<file path="config.mk">
export PLATFORM = sky130hd
export DESIGN_NAME = decode
export DESIGN_NICKNAME = d
export VERILOG_FILES = /design/src/rtl/decode_pkg.sv /design/src/rtl/decode_controller.sv /design/src/rtl/decode.sv
export SDC_FILE = /design/constraint.sdc
export NUM_CORES = 1
export LEC_CHECK = 0
export CORE_UTILIZATION = 47
export DETAILED_ROUTE_END_ITERATION = 8
export HOLD_SLACK_MARGIN = 0.12
export MAX_ROUTING_LAYER = met4
export PLACE_DENSITY = 0.95
export RECOVER_POWER = 25
export SLEW_MARGIN = 20
export SYNTH_ARGS = -nofsm -noshare
export SYNTH_HDL_FRONTEND = slang
export SYNTH_SLANG_ARGS = --single-unit
</file>
<file path="constraint.sdc">
create_clock -name clock -period 3.84 [get_ports clock]
set_input_delay 0.768 -clock clock [delete_from_list [all_inputs] [get_ports clock]]
set_output_delay 0.768 -clock clock [all_outputs]
set_load 0.01 [all_outputs]
</file>
<file path="src/rtl/decode_pkg.sv">
// Shared RV32I decode constants: opcodes, ALU operation encodings and the
// decoded-entry record carried from the decode stage to execute.
package decode_pkg;

    localparam int NPC_ADDR_BUS = 32;
    localparam int NPC_DATA_BUS = 32;

    localparam logic [6:0] OPCODE_LUI      = 7'b0110111;
    localparam logic [6:0] OPCODE_AUIPC    = 7'b0010111;
    localparam logic [6:0] OPCODE_JAL      = 7'b1101111;
    localparam logic [6:0] OPCODE_JALR     = 7'b1100111;
    localparam logic [6:0] OPCODE_BRANCH   = 7'b1100011;
    localparam logic [6:0] OPCODE_LOAD     = 7'b0000011;
    localparam logic [6:0] OPCODE_STORE    = 7'b0100011;
    localparam logic [6:0] OPCODE_OP_IMM   = 7'b0010011;
    localparam logic [6:0] OPCODE_OP       = 7'b0110011;
    localparam logic [6:0] OPCODE_MISC_MEM = 7'b0001111;
    localparam logic [6:0] OPCODE_SYSTEM   = 7'b1110011;

    localparam logic [3:0] ALU_ADD      = 4'd0;
    localparam logic [3:0] ALU_SUB      = 4'd1;
    localparam logic [3:0] ALU_SLL      = 4'd2;
    localparam logic [3:0] ALU_SLT      = 4'd3;
    localparam logic [3:0] ALU_SLTU     = 4'd4;
    localparam logic [3:0] ALU_XOR      = 4'd5;
    localparam logic [3:0] ALU_SRL      = 4'd6;
    localparam logic [3:0] ALU_SRA      = 4'd7;
    localparam logic [3:0] ALU_OR       = 4'd8;
    localparam logic [3:0] ALU_AND      = 4'd9;
    localparam logic [3:0] ALU_LUI_PASS = 4'd10;

    localparam logic [NPC_DATA_BUS-1:0] INST_EBREAK = 32'h0010_0073;
    localparam logic [NPC_DATA_BUS-1:0] INST_NOP    = 32'h0000_0013;

    typedef enum logic {
        ST_EMPTY = 1'b0,
        ST_FULL  = 1'b1
    } state_e;

    typedef struct packed {
        logic [4:0]  rs1;
        logic [4:0]  rs2;
        logic [4:0]  rd;
        logic [31:0] imm;
        logic [3:0]  alu_op;
        logic        src2_imm;
        logic        src1_pc;
        logic        wen;
        logic        mem_ren;
        logic        mem_wen;
        logic [2:0]  mem_size;
        logic        branch;
        logic        jump;
        logic        csr;
        logic        ebreak;
        logic        illegal;
    } dec_t;

    // alt selects SUB/SRA (instruction bit 30) for the funct3 codes that have one.
    function automatic logic [3:0] alu_op_for(input logic [2:0] funct3, input logic alt);
        logic [3:0] op;
        case (funct3)
            3'b000:  op = alt ? ALU_SUB : ALU_ADD;
            3'b001:  op = ALU_SLL;
            3'b010:  op = ALU_SLT;
            3'b011:  op = ALU_SLTU;
            3'b100:  op = ALU_XOR;
            3'b101:  op = alt ? ALU_SRA : ALU_SRL;
            3'b110:  op = ALU_OR;
            default: op = ALU_AND;
        endcase
        return op;
    endfunction

endpackage

</file>
<file path="src/rtl/decode_controller.sv">
// Single-entry EMPTY/FULL handshake controller for the decode pipeline register;
// load_o tells the datapath when to capture a new decoded entry.
module decode_controller
    import decode_pkg::*;
(
    input  logic clock,
    input  logic reset,
    input  logic flush_i,
    input  logic valid_pre_i,
    input  logic ready_post_i,
    output logic ready_pre_o,
    output logic valid_post_o,
    output logic load_o
);

    state_e state_q;
    state_e state_d;
    logic   fire_pre;
    logic   fire_post;

    always_ff @(posedge clock) begin
        if (reset) begin
            state_q <= ST_EMPTY;
        end else begin
            state_q <= state_d;
        end
    end

    always_comb begin
        valid_post_o = (state_q == ST_FULL);
        ready_pre_o  = (state_q == ST_EMPTY) | ready_post_i;
        fire_pre     = valid_pre_i & ready_pre_o;
        fire_post    = valid_post_o & ready_post_i;
        state_d      = state_q;
        case (state_q)
            ST_EMPTY: if (fire_pre) state_d = ST_FULL;
            ST_FULL:  if (fire_post && !fire_pre) state_d = ST_EMPTY;
            default:  state_d = ST_EMPTY;
        endcase
        // A redirect drops both the held entry and anything accepted this cycle.
        if (flush_i) begin
            state_d = ST_EMPTY;
        end
        load_o = fire_pre & ~flush_i;
    end

endmodule

</file>
<file path="src/rtl/decode.sv">
// RV32I instruction decode stage: combinational field/immediate decode of the
// fetched word, captured into a single-entry register toward execute.
module decode
    import decode_pkg::*;
#(
    parameter bit                      RV32E    = 1'b0,
    parameter logic [NPC_ADDR_BUS-1:0] RESET_PC = 32'h8000_0000
) (
    input  logic                    clock,
    input  logic                    reset,
    input  logic                    flush_i,
    input  logic                    valid_pre_i,
    output logic                    ready_pre_o,
    input  logic [NPC_ADDR_BUS-1:0] pc_i,
    input  logic [NPC_DATA_BUS-1:0] inst_i,
    output logic                    valid_post_o,
    input  logic                    ready_post_i,
    output logic [NPC_ADDR_BUS-1:0] pc_o,
    output logic [NPC_DATA_BUS-1:0] inst_o,
    output logic [4:0]              rs1_o,
    output logic [4:0]              rs2_o,
    output logic [4:0]              rd_o,
    output logic [31:0]             imm_o,
    output logic [3:0]              alu_op_o,
    output logic                    src2_imm_o,
    output logic                    src1_pc_o,
    output logic                    wen_o,
    output logic                    mem_ren_o,
    output logic                    mem_wen_o,
    output logic [2:0]              mem_size_o,
    output logic                    branch_o,
    output logic                    jump_o,
    output logic                    csr_o,
    output logic                    ebreak_o,
    output logic                    illegal_o
);

    logic                    load;
    logic [NPC_ADDR_BUS-1:0] pc_q;
    logic [NPC_DATA_BUS-1:0] inst_q;
    dec_t                    dec_q;
    dec_t                    dec_d;

    logic [6:0]  opcode;
    logic [2:0]  funct3;
    logic [6:0]  funct7;
    logic [31:0] imm_i;
    logic [31:0] imm_s;
    logic [31:0] imm_b;
    logic [31:0] imm_u;
    logic [31:0] imm_j;
    logic        use_rs1;
    logic        use_rs2;
    logic        use_rd;
    logic        bad;

    decode_controller u_ctrl (
        .clock        (clock),
        .reset        (reset),
        .flush_i      (flush_i),
        .valid_pre_i  (valid_pre_i),
        .ready_post_i (ready_post_i),
        .ready_pre_o  (ready_pre_o),
        .valid_post_o (valid_post_o),
        .load_o       (load)
    );

    assign opcode = inst_i[6:0];
    assign funct3 = inst_i[14:12];
    assign funct7 = inst_i[31:25];
    assign imm_i  = {{20{inst_i[31]}}, inst_i[31:20]};
    assign imm_s  = {{20{inst_i[31]}}, inst_i[31:25], inst_i[11:7]};
    assign imm_b  = {{19{inst_i[31]}}, inst_i[31], inst_i[7], inst_i[30:25], inst_i[11:8], 1'b0};
    assign imm_u  = {inst_i[31:12], 12'b0};
    assign imm_j  = {{11{inst_i[31]}}, inst_i[31], inst_i[19:12], inst_i[20], inst_i[30:21], 1'b0};

    always_comb begin
        dec_d   = '0;
        use_rs1 = 1'b0;
        use_rs2 = 1'b0;
        use_rd  = 1'b0;
        bad     = 1'b0;
        case (opcode)
            OPCODE_LUI: begin
                use_rd          = 1'b1;
                dec_d.imm       = imm_u;
                dec_d.alu_op    = ALU_LUI_PASS;
                dec_d.src2_imm  = 1'b1;
            end
            OPCODE_AUIPC: begin
                use_rd          = 1'b1;
                dec_d.imm       = imm_u;
                dec_d.src1_pc   = 1'b1;
                dec_d.src2_imm  = 1'b1;
            end
            OPCODE_JAL: begin
                use_rd          = 1'b1;
                dec_d.imm       = imm_j;
                dec_d.src1_pc   = 1'b1;
                dec_d.jump      = 1'b1;
            end
            OPCODE_JALR: begin
                use_rs1         = 1'b1;
                use_rd          = 1'b1;
                dec_d.imm       = imm_i;
                dec_d.src1_pc   = 1'b1;
                dec_d.jump      = 1'b1;
            end
            OPCODE_BRANCH: begin
                use_rs1         = 1'b1;
                use_rs2         = 1'b1;
                dec_d.imm       = imm_b;
                dec_d.alu_op    = ALU_SUB;
                dec_d.branch    = 1'b1;
            end
            OPCODE_LOAD: begin
                use_rs1         = 1'b1;
                use_rd          = 1'b1;
                dec_d.imm       = imm_i;
                dec_d.src2_imm  = 1'b1;
                dec_d.mem_ren   = 1'b1;
                dec_d.mem_size  = funct3;
                bad = (funct3 == 3'b011) || (funct3 == 3'b110) || (funct3 == 3'b111);
            end
            OPCODE_STORE: begin
                use_rs1         = 1'b1;
                use_rs2         = 1'b1;
                dec_d.imm       = imm_s;
                dec_d.src2_imm  = 1'b1;
                dec_d.mem_wen   = 1'b1;
                dec_d.mem_size  = funct3;
                bad = funct3[2] || (funct3[1:0] == 2'b11);
            end
            OPCODE_OP_IMM: begin
                use_rs1         = 1'b1;
                use_rd          = 1'b1;
                dec_d.imm       = imm_i;
                dec_d.src2_imm  = 1'b1;
                // Only the right shift uses bit 30 as a selector; ADDI never becomes SUB.
                dec_d.alu_op    = alu_op_for(funct3, (funct3 == 3'b101) & inst_i[30]);
                if (funct3 == 3'b001) begin
                    bad = (funct7 != 7'b0000000);
                end else if (funct3 == 3'b101) begin
                    bad = (funct7 != 7'b0000000) && (funct7 != 7'b0100000);
                end
            end
            OPCODE_OP: begin
                use_rs1         = 1'b1;
                use_rs2         = 1'b1;
                use_rd          = 1'b1;
                dec_d.alu_op    = alu_op_for(funct3, inst_i[30]);
                if (funct7 == 7'b0100000) begin
                    bad = (funct3 != 3'b000) && (funct3 != 3'b101);
                end else begin
                    bad = (funct7 != 7'b0000000);
                end
            end
            OPCODE_MISC_MEM: begin
            end
            OPCODE_SYSTEM: begin
                use_rs1         = 1'b1;
                use_rd          = (funct3 != 3'b000);
                dec_d.imm       = imm_i;
                dec_d.csr       = (inst_i != INST_EBREAK);
                dec_d.ebreak    = (inst_i == INST_EBREAK);
            end
            default: bad = 1'b1;
        endcase

        dec_d.rs1 = use_rs1 ? inst_i[19:15] : 5'd0;
        dec_d.rs2 = use_rs2 ? inst_i[24:20] : 5'd0;
        dec_d.rd  = use_rd  ? inst_i[11:7]  : 5'd0;
        if (RV32E && (dec_d.rs1[4] || dec_d.rs2[4] || dec_d.rd[4])) begin
            bad = 1'b1;
        end
        dec_d.illegal = bad;
        dec_d.wen     = use_rd & (dec_d.rd != 5'd0) & ~bad;
        dec_d.mem_ren = dec_d.mem_ren & ~bad;
        dec_d.mem_wen = dec_d.mem_wen & ~bad;
    end

    // Outputs deliberately hold their last value when the stage empties.
    always_ff @(posedge clock) begin
        if (reset) begin
            pc_q   <= RESET_PC;
            inst_q <= INST_NOP;
            dec_q  <= '0;
        end else if (load) begin
            pc_q   <= pc_i;
            inst_q <= inst_i;
            dec_q  <= dec_d;
        end
    end

    assign pc_o       = pc_q;
    assign inst_o     = inst_q;
    assign rs1_o      = dec_q.rs1;
    assign rs2_o      = dec_q.rs2;
    assign rd_o       = dec_q.rd;
    assign imm_o      = dec_q.imm;
    assign alu_op_o   = dec_q.alu_op;
    assign src2_imm_o = dec_q.src2_imm;
    assign src1_pc_o  = dec_q.src1_pc;
    assign wen_o      = dec_q.wen;
    assign mem_ren_o  = dec_q.mem_ren;
    assign mem_wen_o  = dec_q.mem_wen;
    assign mem_size_o = dec_q.mem_size;
    assign branch_o   = dec_q.branch;
    assign jump_o     = dec_q.jump;
    assign csr_o      = dec_q.csr;
    assign ebreak_o   = dec_q.ebreak;
    assign illegal_o  = dec_q.illegal;

endmodule

</file>
==> summary.txt, run 1 <==
Outcome
  – Outcome: finished, violations left
  – Failing checks: capacitance limit, slew limit

Timing
  – Final worst setup slack: 0.895 ns
  – Max frequency: 340 MHz
  – Slew HR: -9.05%
  – Skew final: 0.00613 ns
  – Period utilization: 76.7%
  – Worst Tran Pin Value: 1.64 ns
  – Fin crit period: 2.94 ns
  – TNS Setup: 0 ns
  – Pins over their slew limit: 84
  – Finish-stage setup viols: 0
  – Hold Fails Final Rpt: 0
  – RSZ-0062 raised after global routing: false

Setup path
  – Worst setup path end: mem_wen_o$_SDFFE_PP0P_
  – Family with the most delay on the worst path: buffers and inverters
  – CP max FO: 83
  – Buffers & Inverters on Critical Path: 2
  – Crit path kind: input port to flop
  – R2R Path Start: u_ctrl.valid_post_o$_SDFF_PP0_
  – Worst path cell trace: dlygate4sd3_1, nand3b_1, clkbuf_2, and3_1, a41o_1
  – Worst setup SP type: input port
  – Cell depth of the worst flop-to-flop path: 5
  – CP arrival: 3.35 ns
  – Critical path origin: flush_i
  – Slowest CP cell: clkbuf_2
  – RR Endpoint: mem_wen_o$_SDFFE_PP0P_
  – CP Capture Type: flop
  – Max incr delay on CP: 0.92 ns
  – Flop-to-flop setup slack: 1.34 ns
  – Required time of the worst setup path: 4.24 ns
  – Logic depth of the worst setup path including buffers: 5

Power
  – Leakage Power: 2.96 nW
  – VDD IR-drop max: 0.000299 V
  – PwrDens: 418 nW/µm²
  – Final total power: 0.00325 W

Clock network
  – Num CTS Buffers: 17
  – Post-cts sizing count: 0
  – Root buffer cell: clkbuf_8
  – Clk pin slew, worst setup/hold paths: 0.07 ns
  – CTS Hold Bufs: 0
  – H-tree depth: 4
  – Maximum clock path buffer count: 2
  – Postcts setup bufs: 0
  – Worst skew pair latency: 0.51 ns
  – CTS tree: done
  – Clock Sinks: 129

Floorplan
  – I/O Pins: 199
  – Row cnt: 37
  – Area of the die: 11400 µm²
  – Starting Density: 49.3%
  – Core ar.: 10500 µm²
  – Die W: 107 µm
  – DIE HEIGHT: 107 µm

Yosys
  – FFs w/ async S/R, synth: 0%
  – Post-synth top area share: 49.9%
  – Synth area leaders: dfxtp_1, nand2_1, a21oi_1, a22o_1, nor2_1
  – Post-synth top cells: nand2_1, dfxtp_1, a21oi_1, nor2_1, clkbuf_1
  – Synthesis warning total: 0
  – Synth unique cells: 59
  – Top-count cell post-synth: nand2_1
  – Main synth FF type: dfxtp_1
  – Mapped Cells: 625
  – Mapped Area: 5180 µm²
  – Sequential fraction of the synthesis area: 49.9%
  – Synth Register Bits: 129
  – Mapped Avg Cell Area: 8.29 µm²
  – EDFF count, synth: 0
  – Largest area contributor in the netlist: dfxtp_1
  – Syn nets: 694

Global routing
  – Total track usage: 32.5%
  – Initial antenna violation count: 0
  – First-pass GRT wire length: 28000 µm
  – Number of global-route vias before repair: 5436
  – Largest net degree at the start of global routing: 84
  – Grt total ovfl: 0

Job
  – Max-cap violations: 1

Drt
  – Drt pass-1 iters: 5
  – WL final: 18100 µm
  – Starting DRC count in detailed routing: 535
  – WL/cell: 18.9 µm
  – Routed Antenna Nets: 0
  – Remaining DRCs: 0
  – DR vias: 5606
  – Vias/cell: 5.86

Layout
  – Area delta synth->final: 50.0%
  – Fraction of layout cells with a size suffix above 1: 7.31%
  – Fin nets: 877
  – # diodes: 0
  – Final Util: 73.9%

Placement
  – RePlAce Congestion: 0.942
  – DP HPWL: 12400 µm
  – PortBufs: 198
  – Place WS: 0.741 ns

Worst hold path
  – Hold Crit Class: flop to flop
[cell type report]
type,count,area [µm²]
clock buffers,18,428
inverters,6,22.5
multi-input cells,442,2370
well taps,136,170
fillers,761,2740
repair buffers,212,2080
clock inverters,14,119
flip-flops and latches,129,2580
[state kept, by name, indices dropped and copies added (netlist names)]
name and cells:
alu_op_o 4, branch_o 1, csr_o 1, ebreak_o 1, illegal_o 1, imm_o 32
inst_o 32, jump_o 1, mem_ren_o 1, mem_size_o 3, mem_wen_o 1, pc_o 32
rd_o 5, rs1_o 5, rs2_o 5, src1_pc_o 1, src2_imm_o 1, u_ctrl.valid_post_o 1
wen_o 1
[worst min path at each step]
stage,start,to,slack [ns],depth (start not counted)
global placement,inst_o[8]$_SDFFE_PP0P_,inst_o[8]$_SDFFE_PP0P_,0.44,2
floorplan,imm_o[11]$_SDFFE_PP0P_,imm_o[11]$_SDFFE_PP0P_,0.48,2
CTS,csr_o$_SDFFE_PP0P_,csr_o$_SDFFE_PP0P_,0.45,2
global route,pc_o[14]$_SDFFE_PP0P_,pc_o[14]$_SDFFE_PP0P_,0.47,2
finish,pc_o[7]$_SDFFE_PP0P_,pc_o[7]$_SDFFE_PP0P_,0.45,2
detailed placement,pc_o[4]$_SDFFE_PP0P_,pc_o[4]$_SDFFE_PP0P_,0.45,2
[where the power goes]
| group | leakage (nW) | switching (W) | internal [W] |
|---|---|---|---|
| combinational | 1.65 | 0.000206 | 0.000168 |
| sequential | 1.05 | 0.0000195 | 0.00138 |
| clock | 0.266 | 0.000649 | 0.000830 |
| total | 2.96 | 0.000874 | 0.00238 |
[tightest hold or removal path: cells and delay by family (launching register included)]
family	cells	cell delay, ns
DFF	1	0.31
and+or+nand+nor	1	0.05
AOI/OAI and AO/OA	1	0.05
[cells in the final DEF, fill, tap and decap left out, types with 12 or more instances in the layout]
cell,Yosys,final
nand2_1,160,160
clkbuf_16,0,16
o2bb2ai_1,12,12
a22oi_1,13,13
buf_4,5,14
nor2_1,30,29
a21oi_1,86,86
clkdlybuf4s50_1,0,135
dlygate4sd3_1,0,62
dfxtp_1,129,129
nand3_1,19,19
a22o_1,21,21
o21ai_0,16,16
[cell families (layout without fill, tap and decap cells)]
logic type	count (synthesis)	after routing	share of synthesized area, %
AND/OR/NAND/NOR	260	260	22.4
AO/OA/AOI/OAI	182	182	23.1
flip-flops	129	129	49.9
buffers and inverters	54	250	4.59
[metal layers]
metal	GRT usage (%)	wire, µm
met3	8.15	1650
met4	13.6	600
met5	-	0
met2	53.6	8810
met1	37.7	6990
[per-stage QoR]
stage / std cells / area [µm²] / hold slack, ns
floorplan: 625 / 5180 / 0.476
global placement: 925 / 7230 / 0.442
detailed placement: 925 / 7230 / 0.447
CTS: 957 / 7770 / 0.454
global route: 957 / 7770 / 0.474
finish: 957 / 7770 / 0.452
No activity file was read; power rests on OpenSTA's default activity.
==> run 2: changes to the inputs <==
CORE_UTILIZATION = 40   (was 47)
PLACE_DENSITY = 0.88   (was 0.95)
clock period = 2.6 ns   (was 3.84 ns; I/O delays follow)
==> summary.txt, run 2 (same netlist as run 1, synthesis figures left out) <==
Placement
  – Dpl cell area: 7580 µm² (was 7230 µm²)
  – RePlAce Congestion: 0.928 (was 0.942)
  – PortBufs: 198 (unchanged)
  – Place WS: 0.145 ns (was 0.741 ns)
  – DP HPWL: 12600 µm (was 12400 µm)

Clock network
  – Num CTS Buffers: 17 (unchanged)
  – Clk pin slew, worst setup/hold paths: 0.05 ns (was 0.07 ns)
  – CTS Hold Bufs: 0 (unchanged)
  – H-tree depth: 4 (unchanged)
  – Worst skew pair latency: 0.41 ns (was 0.51 ns)
  – CTS tree: done (unchanged)
  – Clock Sinks: 129 (unchanged)
  – Root buffer cell: clkbuf_16 (was clkbuf_8)
  – Maximum clock path buffer count: 2 (unchanged)
  – Post-cts sizing count: 0 (unchanged)
  – Postcts setup bufs: 0 (unchanged)

Layout
  – # diodes: 0 (unchanged)
  – FILL cells: 1059 (was 761)
  – Fin nets: 913 (was 877)
  – Most common cell after layout, fill and taps aside: clkdlybuf4s50_1 (was nand2_1)
  – Most frequent cells in the layout: clkdlybuf4s50_1, nand2_1, dfxtp_1, a21oi_1, buf_4 (was nand2_1, clkdlybuf4s50_1, dfxtp_1, a21oi_1, dlygate4sd3_1)
  – Area delta synth->final: 58.0% (was 50.0%)
  – Final instance area: 8180 µm² (was 7770 µm²)
  – Fraction of layout cells with a size suffix above 1: 10.7% (was 7.31%)

Floorplan
  – Starting Density: 41.0% (was 49.3%)
  – DIE HEIGHT: 116 µm (was 107 µm)
  – Die W: 116 µm (was 107 µm)
  – Area of the die: 13400 µm² (was 11400 µm²)
  – I/O Pins: 199 (unchanged)
  – Core ar.: 12600 µm² (was 10500 µm²)
  – Row cnt: 41 (was 37)

Timing
  – Final worst setup slack: 0.348 ns (was 0.895 ns)
  – Period utilization: 86.6%
  – TNS Setup: 0 ns (unchanged)
  – Worst Tran Pin Value: 0.713 ns (was 1.64 ns)
  – Finish-stage setup viols: 0 (unchanged)
  – Pins over their slew limit: 0 (was 84)
  – Max frequency: 444 MHz
  – RSZ-0062 raised after global routing: false (unchanged)
  – Slew HR: 52.5% (was -9.05%)
  – Skew final: 0.0112 ns (was 0.00613 ns)
  – Hold Fails Final Rpt: 0 (unchanged)
  – Fin crit period: 2.25 ns

Setup path
  – Flop-to-flop setup slack: 0.65 ns (was 1.34 ns)
  – Critical path origin: ready_post_i (was flush_i)
  – Crit path kind: input port to primary output (was input port to flop)
  – R2R Path Start: u_ctrl.valid_post_o$_SDFF_PP0_ (unchanged)
  – CP Capture Type: primary output (was flop)
  – CP max FO: 5 (was 83)
  – RR Endpoint: rs1_o[4]$_SDFFE_PP0P_ (was mem_wen_o$_SDFFE_PP0P_)
  – Cell depth of the worst flop-to-flop path: 6 (was 5)
  – Worst setup path end: ready_pre_o (was mem_wen_o$_SDFFE_PP0P_)
  – Required time of the worst setup path: 2.08 ns (was 4.24 ns)
  – CP arrival: 1.73 ns (was 3.35 ns)
  – Worst setup SP type: input port (unchanged)

Drt
  – DR vias: 5501 (was 5606)
  – Routed Antenna Nets: 0 (unchanged)
  – Starting DRC count in detailed routing: 403 (was 535)
  – WL/cell: 17.3 µm (was 18.9 µm)
  – Remaining DRCs: 0 (unchanged)
  – Vias/cell: 5.35 (was 5.86)
  – WL final: 17800 µm (was 18100 µm)
  – Drt pass-1 iters: 5 (unchanged)

Global routing
  – Number of global-route vias before repair: 5090 (was 5436)
  – Initial antenna violation count: 0 (unchanged)
  – Grt total ovfl: 0 (unchanged)
  – Largest net degree at the start of global routing: 91 (was 84)
  – First-pass GRT wire length: 26700 µm (was 28000 µm)
  – Total track usage: 27.4% (was 32.5%)

Worst hold path
  – Hold Crit Class: input port to flop (was flop to flop)

Power
  – Leakage Power: 3.01 nW (was 2.96 nW)
  – Final total power: 0.00517 W (was 0.00325 W)
  – PwrDens: 632 nW/µm² (was 418 nW/µm²)
  – VDD IR-drop max: 0.000595 V (was 0.000299 V)

Job
  – Max-cap violations: 0 (was 1)

Outcome
  – Outcome: complete, no violations (was finished, violations left)
run 2: cell types whose count changed in the layout (fill, tap and decap cells not counted), moves of 3 or more:
| cell | before | now |
|---|---|---|
| dlygate4sd3_1 | 62 | 2 |
| buf_12 | 0 | 3 |
| buf_4 | 14 | 43 |
| clkinv_2 | 1 | 6 |
| bufinv_16 | 0 | 4 |
| clkinv_4 | 3 | 0 |
| clkdlybuf4s50_1 | 135 | 195 |
| inv_6 | 7 | 1 |
run 2: worst min-delay path by stage:
stage / startpoint / endpoint / slack (ns) / cells after the start
after CTS: reset / u_ctrl.valid_post_o$_SDFF_PP0_ / 0.44 / 3
final: reset / u_ctrl.valid_post_o$_SDFF_PP0_ / 0.44 / 3
after global routing: reset / u_ctrl.valid_post_o$_SDFF_PP0_ / 0.46 / 3
after floorplan: imm_o[11]$_SDFFE_PP0P_ / imm_o[11]$_SDFFE_PP0P_ / 0.48 / 2
after detailed placement: pc_o[24]$_SDFFE_PP0P_ / pc_o[24]$_SDFFE_PP0P_ / 0.45 / 2
after global placement: rd_o[2]$_SDFFE_PP0P_ / rd_o[2]$_SDFFE_PP0P_ / 0.44 / 2
run 2: layout make-up:
type | count | area [µm²] | area share, %
Tap cell | 172 | 215 | 2.63
Clock inverter | 11 | 159 | 1.94
Timing Repair Buffer | 248 | 2380 | 29.1
Sequential cell | 129 | 2580 | 31.6
Inverter | 6 | 22.5 | 0.275
Multi-Input combinational cell | 442 | 2360 | 28.8
Clock buffer | 20 | 467 | 5.70
run 2: layer usage:
| layer | track usage, % | vias up | wire length [µm] |
|---|---|---|---|
| li1 | - | 2617 | - |
| met3 | 8.37 | 23 | 1410 |
| met1 | 33.0 | 2615 | 7470 |
| met5 | - | - | 0 |
| met4 | 8.12 | 0 | 278 |
| met2 | 43.8 | 246 | 8630 |
run 2: worst max-delay path: stages:
cell             delay, ns
clkdlybuf4s50_1       0.44
nand2b_1              0.19
clkdlybuf4s50_1       0.58
run 2: report_power, final:
| part | total (W) | switching [W] | internal [W] |
|---|---|---|---|
| Sequential | 0.00206 | 0.0000280 | 0.00204 |
| Clock | 0.00251 | 0.000841 | 0.00167 |
| Combinational | 0.000600 | 0.000309 | 0.000291 |
run 2: per-stage QoR:
step | cells | utilization, % | hold WS, ns
3_3_place_gp | 997 | 60.0 | 0.440
4_1_cts | 1028 | 65.0 | 0.435
6_report | 1028 | 64.8 | 0.441
5_1_grt | 1028 | 64.8 | 0.460
3_5_place_dp | 997 | 60.0 | 0.446
2_1_floorplan | 625 | - | 0.476
